[config.mk]
export PLATFORM = sky130hd
export DESIGN_NAME = load_store_unit
export DESIGN_NICKNAME = d
export VERILOG_FILES = /design/src/rtl/load_store_unit.sv
export SDC_FILE = /design/constraint.sdc
export NUM_CORES = 1
export LEC_CHECK = 0
export ABC_AREA = 1
export BUFFER_PORTS_ARGS = -buffer_cell sky130_fd_sc_hd__buf_4
export CELL_PAD_IN_SITES_DETAIL_PLACEMENT = 1
export CELL_PAD_IN_SITES_GLOBAL_PLACEMENT = 2
export CORE_MARGIN = 4
export CORE_UTILIZATION = 27
export CTS_CLUSTER_SIZE = 28
export DETAILED_ROUTE_END_ITERATION = 10
export GPL_TIMING_DRIVEN = 0
export PLACE_DENSITY_LB_ADDON = 0.1
export SETUP_SLACK_MARGIN = 0.5
export SLEW_MARGIN = 15
export SYNTH_ARGS = -nofsm -noshare
export SYNTH_HDL_FRONTEND = slang
export SYNTH_SLANG_ARGS = --single-unit
[constraint.sdc]
create_clock -name clk -period 5.3 [get_ports clk]
set_clock_uncertainty 0.15 [all_clocks]
set_input_delay 0.795 -clock clk [delete_from_list [all_inputs] [get_ports clk]]
set_output_delay 0.795 -clock clk [all_outputs]
set_load 0.01 [all_outputs]
[src/rtl/load_store_unit.sv]
`default_nettype none
// ============================================================================
// Module   : load_store_unit
// Purpose  : Multi-cycle load/store unit. Takes one memory op at a time from
//            the datapath, drives a word-aligned handshaked bus access with
//            byte enables, extends load data and stalls the datapath until
//            the op completes, faults or times out.
// Revision : 1.0 - initial release
// ============================================================================
module load_store_unit #(
  parameter int unsigned TIMEOUT_CYCLES = 255
) (
  input  logic        clk,
  input  logic        reset,
  input  logic        req_valid,
  output logic        req_ready,
  input  logic        req_we,
  input  logic [2:0]  req_funct3,
  input  logic [31:0] req_addr,
  input  logic [31:0] req_wdata,
  output logic        stall,
  output logic        rsp_valid,
  output logic [31:0] rsp_rdata,
  output logic        rsp_err,
  output logic        mem_req,
  output logic        mem_we,
  output logic [31:0] mem_addr,
  output logic [31:0] mem_wdata,
  output logic [3:0]  mem_be,
  input  logic        mem_ack,
  input  logic [31:0] mem_rdata
);

  localparam logic [1:0] c_idle   = 2'd0;
  localparam logic [1:0] c_access = 2'd1;
  localparam logic [1:0] c_resp   = 2'd2;

  // Counter value seen during the last ACCESS cycle allowed before abort.
  localparam logic [7:0] c_tmo_last = 8'(TIMEOUT_CYCLES - 1);

  logic [1:0]  r_state;
  logic        r_we;
  logic [2:0]  r_funct3;
  logic [31:0] r_addr;
  logic [31:0] r_wdata;
  logic [7:0]  r_cnt;
  logic [31:0] r_rdata;
  logic        r_err;

  logic        w_legal;
  logic        w_aligned;
  logic [3:0]  w_be;
  logic [31:0] w_wdata;
  logic [7:0]  w_byte;
  logic [15:0] w_half;
  logic [31:0] w_load;
  logic        w_in_access;

  assign w_in_access = (r_state == c_access);

  // Decode legality and alignment of the incoming request.
  always_comb begin
    w_legal   = 1'b0;
    w_aligned = 1'b0;
    case (req_funct3)
      3'b000:  begin w_legal = 1'b1;     w_aligned = 1'b1; end
      3'b001:  begin w_legal = 1'b1;     w_aligned = ~req_addr[0]; end
      3'b010:  begin w_legal = 1'b1;     w_aligned = (req_addr[1:0] == 2'b00); end
      3'b100:  begin w_legal = ~req_we;  w_aligned = 1'b1; end
      3'b101:  begin w_legal = ~req_we;  w_aligned = ~req_addr[0]; end
      default: begin w_legal = 1'b0;     w_aligned = 1'b0; end
    endcase
  end

  // Byte enables and lane-replicated store data for the latched op.
  always_comb begin
    w_be    = 4'b0000;
    w_wdata = r_wdata;
    case (r_funct3[1:0])
      2'b00: begin
        w_be    = 4'b0001 << r_addr[1:0];
        w_wdata = {4{r_wdata[7:0]}};
      end
      2'b01: begin
        w_be    = r_addr[1] ? 4'b1100 : 4'b0011;
        w_wdata = {2{r_wdata[15:0]}};
      end
      default: begin
        w_be    = 4'b1111;
        w_wdata = r_wdata;
      end
    endcase
    if (!r_we) begin
      w_be = 4'b0000;
    end
  end

  // Select the addressed lane of the bus read data and extend it.
  always_comb begin
    w_byte = mem_rdata[7:0];
    case (r_addr[1:0])
      2'b00:   w_byte = mem_rdata[7:0];
      2'b01:   w_byte = mem_rdata[15:8];
      2'b10:   w_byte = mem_rdata[23:16];
      default: w_byte = mem_rdata[31:24];
    endcase
    w_half = r_addr[1] ? mem_rdata[31:16] : mem_rdata[15:0];
    case (r_funct3)
      3'b000:  w_load = {{24{w_byte[7]}}, w_byte};
      3'b100:  w_load = {24'd0, w_byte};
      3'b001:  w_load = {{16{w_half[15]}}, w_half};
      3'b101:  w_load = {16'd0, w_half};
      default: w_load = mem_rdata;
    endcase
  end

  // Control FSM: accept in IDLE, hold the bus in ACCESS, pulse in RESP.
  always_ff @(posedge clk) begin
    if (reset) begin
      r_state  <= c_idle;
      r_we     <= 1'b0;
      r_funct3 <= 3'd0;
      r_addr   <= 32'd0;
      r_wdata  <= 32'd0;
      r_cnt    <= 8'd0;
      r_rdata  <= 32'd0;
      r_err    <= 1'b0;
    end else begin
      case (r_state)
        c_idle: begin
          if (req_valid) begin
            r_we     <= req_we;
            r_funct3 <= req_funct3;
            r_addr   <= req_addr;
            r_wdata  <= req_wdata;
            r_cnt    <= 8'd0;
            r_rdata  <= 32'd0;
            if (w_legal && w_aligned) begin
              r_err   <= 1'b0;
              r_state <= c_access;
            end else begin
              r_err   <= 1'b1;
              r_state <= c_resp;
            end
          end
        end
        c_access: begin
          // An ack in the final counted cycle takes priority over timeout.
          if (mem_ack) begin
            r_rdata <= r_we ? 32'd0 : w_load;
            r_err   <= 1'b0;
            r_state <= c_resp;
          end else if (r_cnt == c_tmo_last) begin
            r_rdata <= 32'd0;
            r_err   <= 1'b1;
            r_state <= c_resp;
          end else begin
            r_cnt <= r_cnt + 8'd1;
          end
        end
        c_resp: begin
          r_rdata <= 32'd0;
          r_err   <= 1'b0;
          r_state <= c_idle;
        end
        default: begin
          r_state <= c_idle;
        end
      endcase
    end
  end

  assign req_ready = (r_state == c_idle);
  assign stall     = ((r_state == c_idle) && req_valid) || w_in_access;
  assign rsp_valid = (r_state == c_resp);
  assign rsp_rdata = rsp_valid ? r_rdata : 32'd0;
  assign rsp_err   = rsp_valid & r_err;

  assign mem_req   = w_in_access;
  assign mem_we    = w_in_access & r_we;
  assign mem_addr  = w_in_access ? {r_addr[31:2], 2'b00} : 32'd0;
  assign mem_wdata = w_in_access ? w_wdata : 32'd0;
  assign mem_be    = w_in_access ? w_be : 4'b0000;

endmodule
`default_nettype wire

; ---- After elaboration in Yosys (flattened, before gate mapping)
; Index checks and enable logic that the tools add are counted.
; Widths: inputs -> output; s select.
[word_totals]
reg_bits = 111
in_bits = 104
output_inout_bits = 106
[classes]
n_addsub = 1
eq_ne = 17
shift = 1
muxes = 32
n_bitwise = 4
reduce_logical = 19
[op_table]
columns = cell, n
row1 = $mux 32, 7
row2 = $pmux 32 s4, 1
row3 = $pmux 32 s3, 1
row4 = $pmux 32 s2, 1
row5 = $mux 8, 3
row6 = $pmux 8 s3, 1
row7 = $mux 16, 1
row8 = $pmux 8 s2, 1
row9 = $eq 3x3->1 const B, 4
row10 = $mux 4, 3
row11 = $add 8x1->8 const B, 1
row12 = $eq 8x8->1 const B, 1
row13 = $logic_not 2->1, 4
row14 = $mux 2, 4
row15 = $pmux 4 s2, 1
row16 = $eq 2x1->1 const B, 3
row17 = $eq 3x1->1 const B, 2
row18 = $logic_not 3->1, 2
row19 = $ne 2x2->1 const B, 3
row20 = $pmux 1 s3, 2
row21 = $reduce_or 2->1, 3
row22 = $eq 2x2->1 const B, 2
row23 = $mux 1, 4
row24 = $pmux 2 s2, 1
row25 = other kinds (14), 18

; ---- Depth between registers and ports, before layout
; Gate-level depths: netlist of run 1.
[logic_depth]
depth_word = 7
mapped_depth = 11

; ---- Least setup slack after synthesis of run 1
; Ideal clock, no wire load.
[synth_timing]
kind = reg-to-output
startpoint = register r_state[1]
endpoint = output mem_wdata[22]
t_arrival_ns = 1.533
t_required_ns = 4.355
slack_ns = 2.822
stages_incl_launch_ff = 7
path_buffers = 2
path_cell_list = dfxtp_1 inv_1 ha_1 clkbuf_1 clkbuf_1 o21ai_0 nor2_1
[synth_between]
elab_chain_len = 2
[synth_lines]
columns = element, line_no
row1 = "start, declared", 41  ; logic [1:0] r_state;
row2 = "start signal, assigned", 120  ; r_state <= c_idle;
row3 = "start signal, assigned", 140  ; r_state <= c_access;
row4 = "start signal, assigned", 143  ; r_state <= c_resp;
row5 = $eq 2x1->1, 59  ; assign w_in_access = (r_state == c_access);
row6 = net mem_req, 25  ; output logic mem_req,
row7 = $mux 32, 182  ; assign mem_wdata = w_in_access ? w_wdata : 32'd0;
row8 = "end, declared", 28  ; output logic [31:0] mem_wdata,
; The timed path passes the listed nets, and every way through them passes these cells.

; ---- Final worst setup path of run 1
[layout_timing]
startpoint = register r_state[1]
endpoint = output mem_wdata[23]
[layout_between]
elab_chain_len = 2
[layout_lines]
columns = element, line_no
row1 = $eq 2x1->1, 59
row2 = $mux 32, 182
; Every way passes these cells.

==> out/qor.yml, run 1 <==
status: "finished, final reports clean"
met1_usage: 0.243
setup_viol_count_final: 0
grt_pass1_wl_mm: 35.6
ys_types: 26
path_clk_slew_ps: 80
cts_tree: "done"
rrSetupSlack_ps: 2940
holdBufCountCts: 0
grt-busiest-layer: "met2"
io-pin-count: 210
hold_viol_final: 0
gp_routability_congestion: 0.800
postLayoutCoreUtil: 0.380
post_cts_buffers: 0
peakVddDrop_v: 0.000172
min_from: "r_rdata[6]"
ys_seq_area_frac: 0.384
placementRows: 53
synth_cells: 924
r2r-end: "r_wdata[14]"
worstSkewPairLatency_ps: 360
first_iter_violations: 236
cts_root_buffer: "clkbuf_16"
io_buffers: 207
firstDrtPassIters: 4
grt_usage: 0.188
cp_max_fo: 10
finalCritPeriodShare: 0.679
layout_commonest_cell: "buf_4"
grt.met3_usage: 0.0439
die_w_um: 154
ff2ff_path_depth: 8
viasPerCell: 4.54
report.final.slew_viol_count: 0
crit_path_max_incr_delay_ps: 540
fp.dieH_um: 154
critPathLaunchType: "register"
wire_per_inst_um: 16.2
avgSynthCellArea_sq_um: 6.27
cts_resized: 0
diodes: 0
clock_sinks: 111
num_vias: 6456
hp-class: "register to register"
syn_to_final_growth_pct: 38.3
dp_hpwl_mm: 18.2
synth-seq-cells: 111
max_slew_margin: 0.487
postRouteAntennaNets: 0
timing.final.crit_period_ps: 3600
cp_slowest_cell: "clkbuf_1"
grt.overflow.total: 0
drive_gt1_frac: 0.225
crit_path_frequent_cell: "clkbuf_1"
crit_chain: "inv_1 -> ha_1 -> clkbuf_1 -> clkbuf_1 -> o21ai_0 -> nor2_1 -> buf_4"
min_to: "r_rdata[6]"
critPathCaptureType: "output pin"
power_density_nw_per_um2: 274
htree_levels: 3
grt_setup_unrepaired: "false"
hold_depth: 2
use_met2: 0.319
clk_path_buf_depth: 2
syn_area_sq_um: 5790
antenna_found_initial: 1
yosysWarnings: 0
drt-total-wl_mm: 23.0
critPathKind: "register to output pin"
die_area_sq_um: 23800
r2r-start: "r_state[0]"
nNetsFinal: 1253
max_cap_violations: 0
cts-buffers-inserted: 9
fill_cells: 2794
initial_core_util: 0.275
grt_max_degree: 20
fmax_mhz: 278
grt_pass1_vias: 6512
fin_setup_tns_ps: 0
drc: 0
max_slew.worst_pin.slew_ps: 769
core_sq_um: 21100
critical_path_arrival_ps: 2650
p_leak_nw: 4.11
p_total_w: 0.00220
layout_common_cells: "211 x buf_4, 198 x nand2_1, 186 x nor2_1, 113 x inv_1, 111 x dfxtp_1"
required_ps: 4360
-- worst max path at each step --
stage / from / to / slack, ps / cells after the start
detailed placement: r_state[1] / mem_wdata[23] / 2030 / 7
CTS: r_state[1] / mem_wdata[23] / 1620 / 7
global placement: r_state[1] / mem_wdata[23] / 2060 / 7
finish: r_state[1] / mem_wdata[23] / 1700 / 7
floorplan: r_state[1] / mem_wdata[22] / 2820 / 6
global route: r_state[1] / mem_wdata[23] / 1490 / 7
-- cells in the mapped netlist --
library cell	instances	area share
dfxtp_1	111	0.38
nor2_1	186	0.12
nand2_4	1	0.0019
xor2_1	1	0.0015
buf_6	4	0.0078
nand3_4	2	0.0061
ha_1	6	0.013
buf_4	4	0.0052
o22ai_1	10	0.011
nand4_1	7	0.0076
or2_2	8	0.0086
nand2_2	2	0.0022
conb_1	1	0.00065
o21ai_0	104	0.090
nand2_1	198	0.13
buf_1	4	0.0026
a21oi_1	63	0.054
nor2_4	4	0.0078
and2_1	1	0.0011
nand3_1	40	0.035
inv_2	2	0.0013
inv_1	113	0.073
nor3_1	6	0.0052
clkbuf_1	38	0.025
buf_2	7	0.0061
nor2_2	1	0.0011
-- cell families (layout without fill, tap and decap cells) --
logic type | after synthesis | count (layout) | synth area share
buffers and inverters | 172 | 395 | 0.121
and+or+nand+nor | 456 | 456 | 0.325
xor gates and xnor gates | 1 | 1 | 0.00151
AOI/OAI and AO/OA | 177 | 177 | 0.155
DFF | 111 | 111 | 0.384
other | 1 | 2 | 0.000648
adders and majority gates | 6 | 6 | 0.0130
-- per-stage QoR --
stage	instances	hold slack (ps)	setup slack, ps	cell area (sq um)
global route	1423	337	1490	8010
CTS	1423	319	1620	8010
global placement	1407	308	2060	7690
finish	1423	318	1700	8010
floorplan	925	295	2820	5790
detailed placement	1407	307	2030	7690
-- cell type report --
cell class | instances | area [sq um] | share of cell area
plain buffers | 57 | 268 | 0.0334
clock buffers | 10 | 239 | 0.0298
clock inverters | 6 | 76.3 | 0.00953
inverters | 115 | 432 | 0.0539
multi-input cells | 642 | 2870 | 0.359
flip-flops and latches | 111 | 2220 | 0.278
well taps | 275 | 344 | 0.0430
repair buffers | 207 | 1550 | 0.194
-- per-layer routing --
layer / routed length (um) / vias up
li1: - / 3312
met1: 10300 / 2963
met2: 10900 / 160
met3: 1530 / 19
met4: 263 / 2
met5: 18 / -
-- state kept, by name (all words and copies together) (netlist names) --
signal and cells:
r_wdata 32, r_funct3 3, r_rdata 32, r_cnt 8, r_err 1, r_state 2
r_we 1, r_addr 32
-- where the power goes --
part / internal (W) / total, W / leakage, nW / switching, W
Sequential: 0.000898 / 0.000944 / 0.911 / 0.0000460
Clock: 0.000389 / 0.000741 / 0.149 / 0.000352
Combinational: 0.000189 / 0.000512 / 3.05 / 0.000324
Total: 0.00148 / 0.00220 / 4.11 / 0.000721
-- critical path, delay by kind of cell (launching register included) --
kind                       cells  cell delay, ps
adders and majority gates      1             350
and+or+nand+nor                1             130
buffers and inverters          4            1240
DFF                            1             350
AOI/OAI and AO/OA              1             220
Note: power is estimated with default switching activity, not from simulation.
==> run 2: changes to the inputs <==
--- a/config.mk
+++ b/config.mk
@@ -5,12 +5,12 @@
 export SDC_FILE = /design/constraint.sdc
 export NUM_CORES = 1
 export LEC_CHECK = 0
-export ABC_AREA = 1
+export ABC_AREA = 0
 export BUFFER_PORTS_ARGS = -buffer_cell sky130_fd_sc_hd__buf_4
 export CELL_PAD_IN_SITES_DETAIL_PLACEMENT = 1
 export CELL_PAD_IN_SITES_GLOBAL_PLACEMENT = 2
 export CORE_MARGIN = 4
-export CORE_UTILIZATION = 27
+export CORE_UTILIZATION = 25
 export CTS_CLUSTER_SIZE = 28
 export DETAILED_ROUTE_END_ITERATION = 10
 export GPL_TIMING_DRIVEN = 0
==> constraint.sdc (replaced) <==
create_clock -name clk -period 3.19 [get_ports clk]
set_clock_uncertainty 0.15 [all_clocks]
set_input_delay 0.4785 -clock clk [delete_from_list [all_inputs] [get_ports clk]]
set_output_delay 0.4785 -clock clk [all_outputs]
set_load 0.01 [all_outputs]
==> run 2 against run 1 <==
Sequential power grew 61%. Synthesized cell count decreased by 22%. Setup slack got worse by 1100 ps. Worst hold slack got worse by 110 ps. Design area decreased by 0.63%. Combinational power rose by 38%. Power is 57% higher. Die area rose by 6.0%. Via count fell by 10%. Global-route usage decreased by 1.5 points. Wire length decreased by 2.2%.
==> out/qor.yml, run 2 <==
ys_top_cells_by_count: "174 x nand2_1, 111 x dfxtp_1, 102 x a21oi_1, 72 x and2_1, 41 x clkbuf_1"
grt_setup_unrepaired: "false"
num_vias: 5809  # -10%
core_sq_um: 22100  # +4.8%
viasPerCell: 4.73  # +4.4%
p_int_w: 0.00239  # +62%
swShare: 0.307  # -0.0215
syn_to_final_growth_pct: 39.6
diodes: 0  # unchanged
r2r-start: "r_state[1]"
wire_per_inst_um: 18.4  # +13%
ys_seq_area_frac: 0.390  # +0.00607
max_slew.worst_pin.slew_ps: 803  # +33.3 ps
critical_path_arrival_ps: 1930  # -720 ps
dp_cells: 1211  # -14%
grt_usage: 0.173  # -0.0152
ff2ff_path_depth: 8  # unchanged
syn_area_sq_um: 5700  # -1.6%
min_from: "req_addr[21]"
grt_max_degree: 19  # -5.0%
grt_pass1_vias: 6025  # -7.5%
rrSetupSlack_ps: 760  # -2180 ps
max_cap_violations: 0  # unchanged
yosysWarnings: 0  # unchanged
hp-class: "input pin to register"
avgSynthCellArea_sq_um: 7.88  # +26%
grt_pass1_wl_mm: 35.1  # -1.4%
holdBufCountCts: 0  # unchanged
critPathLaunchType: "register"
ys_types: 57  # +120%
die_area_sq_um: 25300  # +6.0%
worstSkewPairLatency_ps: 360  # about the same
dpl_cell_area_sq_um: 7610  # -1.1%
fin_area_sq_um: 7960  # -0.63%
fin_setup_tns_ps: 0  # unchanged
path_clk_slew_ps: 80  # about the same
fmax_mhz: 391
timing.final.crit_period_ps: 2560
drt-total-wl_mm: 22.5  # -2.2%
synth-edff-count: 0  # unchanged
drc: 0  # unchanged
htree_levels: 3  # unchanged
clkPwrFrac: 0.355  # +0.018
min_to: "r_addr[21]"
layout_common_cells: "209 x buf_4, 172 x nand2_1, 111 x dfxtp_1, 102 x a21oi_1, 72 x and2_1"
status: "finished, final reports clean"
combPwrFrac: 0.205  # -0.028
io_buffers: 207  # unchanged
setup_viol_count_final: 0  # unchanged
firstDrtPassIters: 6  # +2
drive_gt1_frac: 0.278  # +0.0530
die_w_um: 159  # +2.9%
synth-seq-cells: 111  # unchanged
cts_tree: "done"
post_cts_buffers: 0  # unchanged
grt.overflow.total: 0  # unchanged
first_iter_violations: 195  # -17%
cts-buffers-inserted: 9  # unchanged
critPathCaptureType: "output pin"
required_ps: 2560  # -1800 ps
report.final.slew_viol_count: 0  # unchanged
gp_routability_congestion: 0.755  # -5.6%
yosysTopAreaCell: "dfxtp_1"
r2r-end: "r_rdata[23]"
nNetsFinal: 1052  # -16%
power_frac_seq: 0.441  # +0.011
placementRows: 54  # +1.9%
clock_sinks: 111  # unchanged
cp_max_fo: 9  # -1
cts_root_buffer: "clkbuf_16"
max_slew_margin: 0.465  # -0.0222
peakVddDrop_v: 0.000240  # +40%
critPathKind: "register to output pin"
hold_viol_final: 0  # unchanged
initial_core_util: 0.258  # -0.0166
dp_hpwl_mm: 17.3  # -5.0%
synth_top_area_frac: 0.390  # +0.00607
p_total_w: 0.00344  # +57%
hold_depth: 3  # +1
layout_commonest_cell: "buf_4"
clk_path_buf_depth: 2  # unchanged
top_regs: "r_addr (32), r_rdata (32), r_wdata (32)"
synth_cells: 723  # -22%
power_density_nw_per_um2: 433  # +58%
synth-async-reset-ratio: 0  # unchanged
synth_ff_type: "dfxtp_1"
p_leak_nw: 3.41  # -17%
finalCritPeriodShare: 0.802
p_sw_w: 0.00106  # +46%
antenna_found_initial: 0  # -1
netlist_top_cells_area: "dfxtp_1 39%, nand2_1 11%, a21oi_1 9.0%"
yosysMostFrequentCell: "nand2_1"
fp.dieH_um: 159  # +2.9%
io-pin-count: 210  # unchanged
postRouteAntennaNets: 0  # unchanged
final_cells: 1227  # -14%
run 2: cell types whose count changed after synthesis, moves of 13 or more:
cell       delta
o21ai_0      -93
inv_1       -105
nand3_1      -36
a21oi_1      +39
and2_1       +71
o2bb2ai_1    +31
nand2_1      -24
nor2b_1      +13
mux2i_1      +26
nor2_1      -172
run 2: logic make-up (layout without fill, tap and decap cells):
logic type / Yosys count / in the layout / share of synthesized area
multiplexers: 27 / 27 / 0.0496
adder cells (fa/ha/maj): 6 / 6 / 0.0132
buffers and inverters: 69 / 292 / 0.0514
other: 1 / 2 / 0.000658
AND/OR/NAND/NOR: 308 / 308 / 0.263
flip-flops: 111 / 111 / 0.390
AO/OA/AOI/OAI: 201 / 201 / 0.232
run 2: how the worst max path moves through the flow:
stage                                to   startpoint  slack, ps  depth (start not counted)
after floorplan           mem_wdata[24]   r_state[1]       1020                          6
after global placement    mem_wdata[28]   r_state[1]        310                          7
after detailed placement  mem_wdata[28]   r_state[1]        370                          7
after CTS                  mem_addr[28]   r_state[1]        510                          7
after global routing          mem_be[3]  r_funct3[0]        500                          4
final                         mem_be[0]    r_addr[1]        630                          5
run 2: metal layers:
metal / up-vias / share of wire / global-route usage
met5: - / 0 / 0
met4: 0 / 0.0074 / 0.0312
met3: 11 / 0.056 / 0.0448
met2: 144 / 0.46 / 0.285
met1: 2721 / 0.48 / 0.233
li1: 2933 / - / -
run 2: final cells by class:
cell class	instances	area, sq um
plain buffers	60	292
fillers	2699	14100
clock buffers	10	239
repair buffers	207	1550
flip-flops and latches	111	2220
clock inverters	6	66.3
multi-input cells	544	3200
well taps	280	350
inverters	9	35.0
run 2: timing repair:
item | 4_1_cts | 5_1_grt
pin swaps | 0 | 0
resized for setup | 16 | 13
setup endpoints to repair | 63 | 71
run 2: power by group through the flow:
stage,registers (W),clock network [W],logic [W]
after floorplan,0.00153,0,0.000406
after global placement,0.00155,0,0.000706
after detailed placement,0.00155,0,0.000707
after CTS,0.00152,0.00127,0.000715
after global routing,0.00153,0.00131,0.000793
final,0.00152,0.00122,0.000705
run 2: worst max-delay path: stages, from the launching register on:
cell and delay, ps:
dfxtp_1 310, buf_2 230, inv_1 130, a21oi_1 640
nor2_1 90, buf_4 170
run 2: metrics by stage:
step                      hold slack (ps)  setup slack [ps]   util
after global placement                288               314  0.344
after floorplan                       274              1020      -
after detailed placement              294               369  0.344
final                                 205               632  0.360
after global routing                  197               501  0.360
after CTS                             193               505  0.359
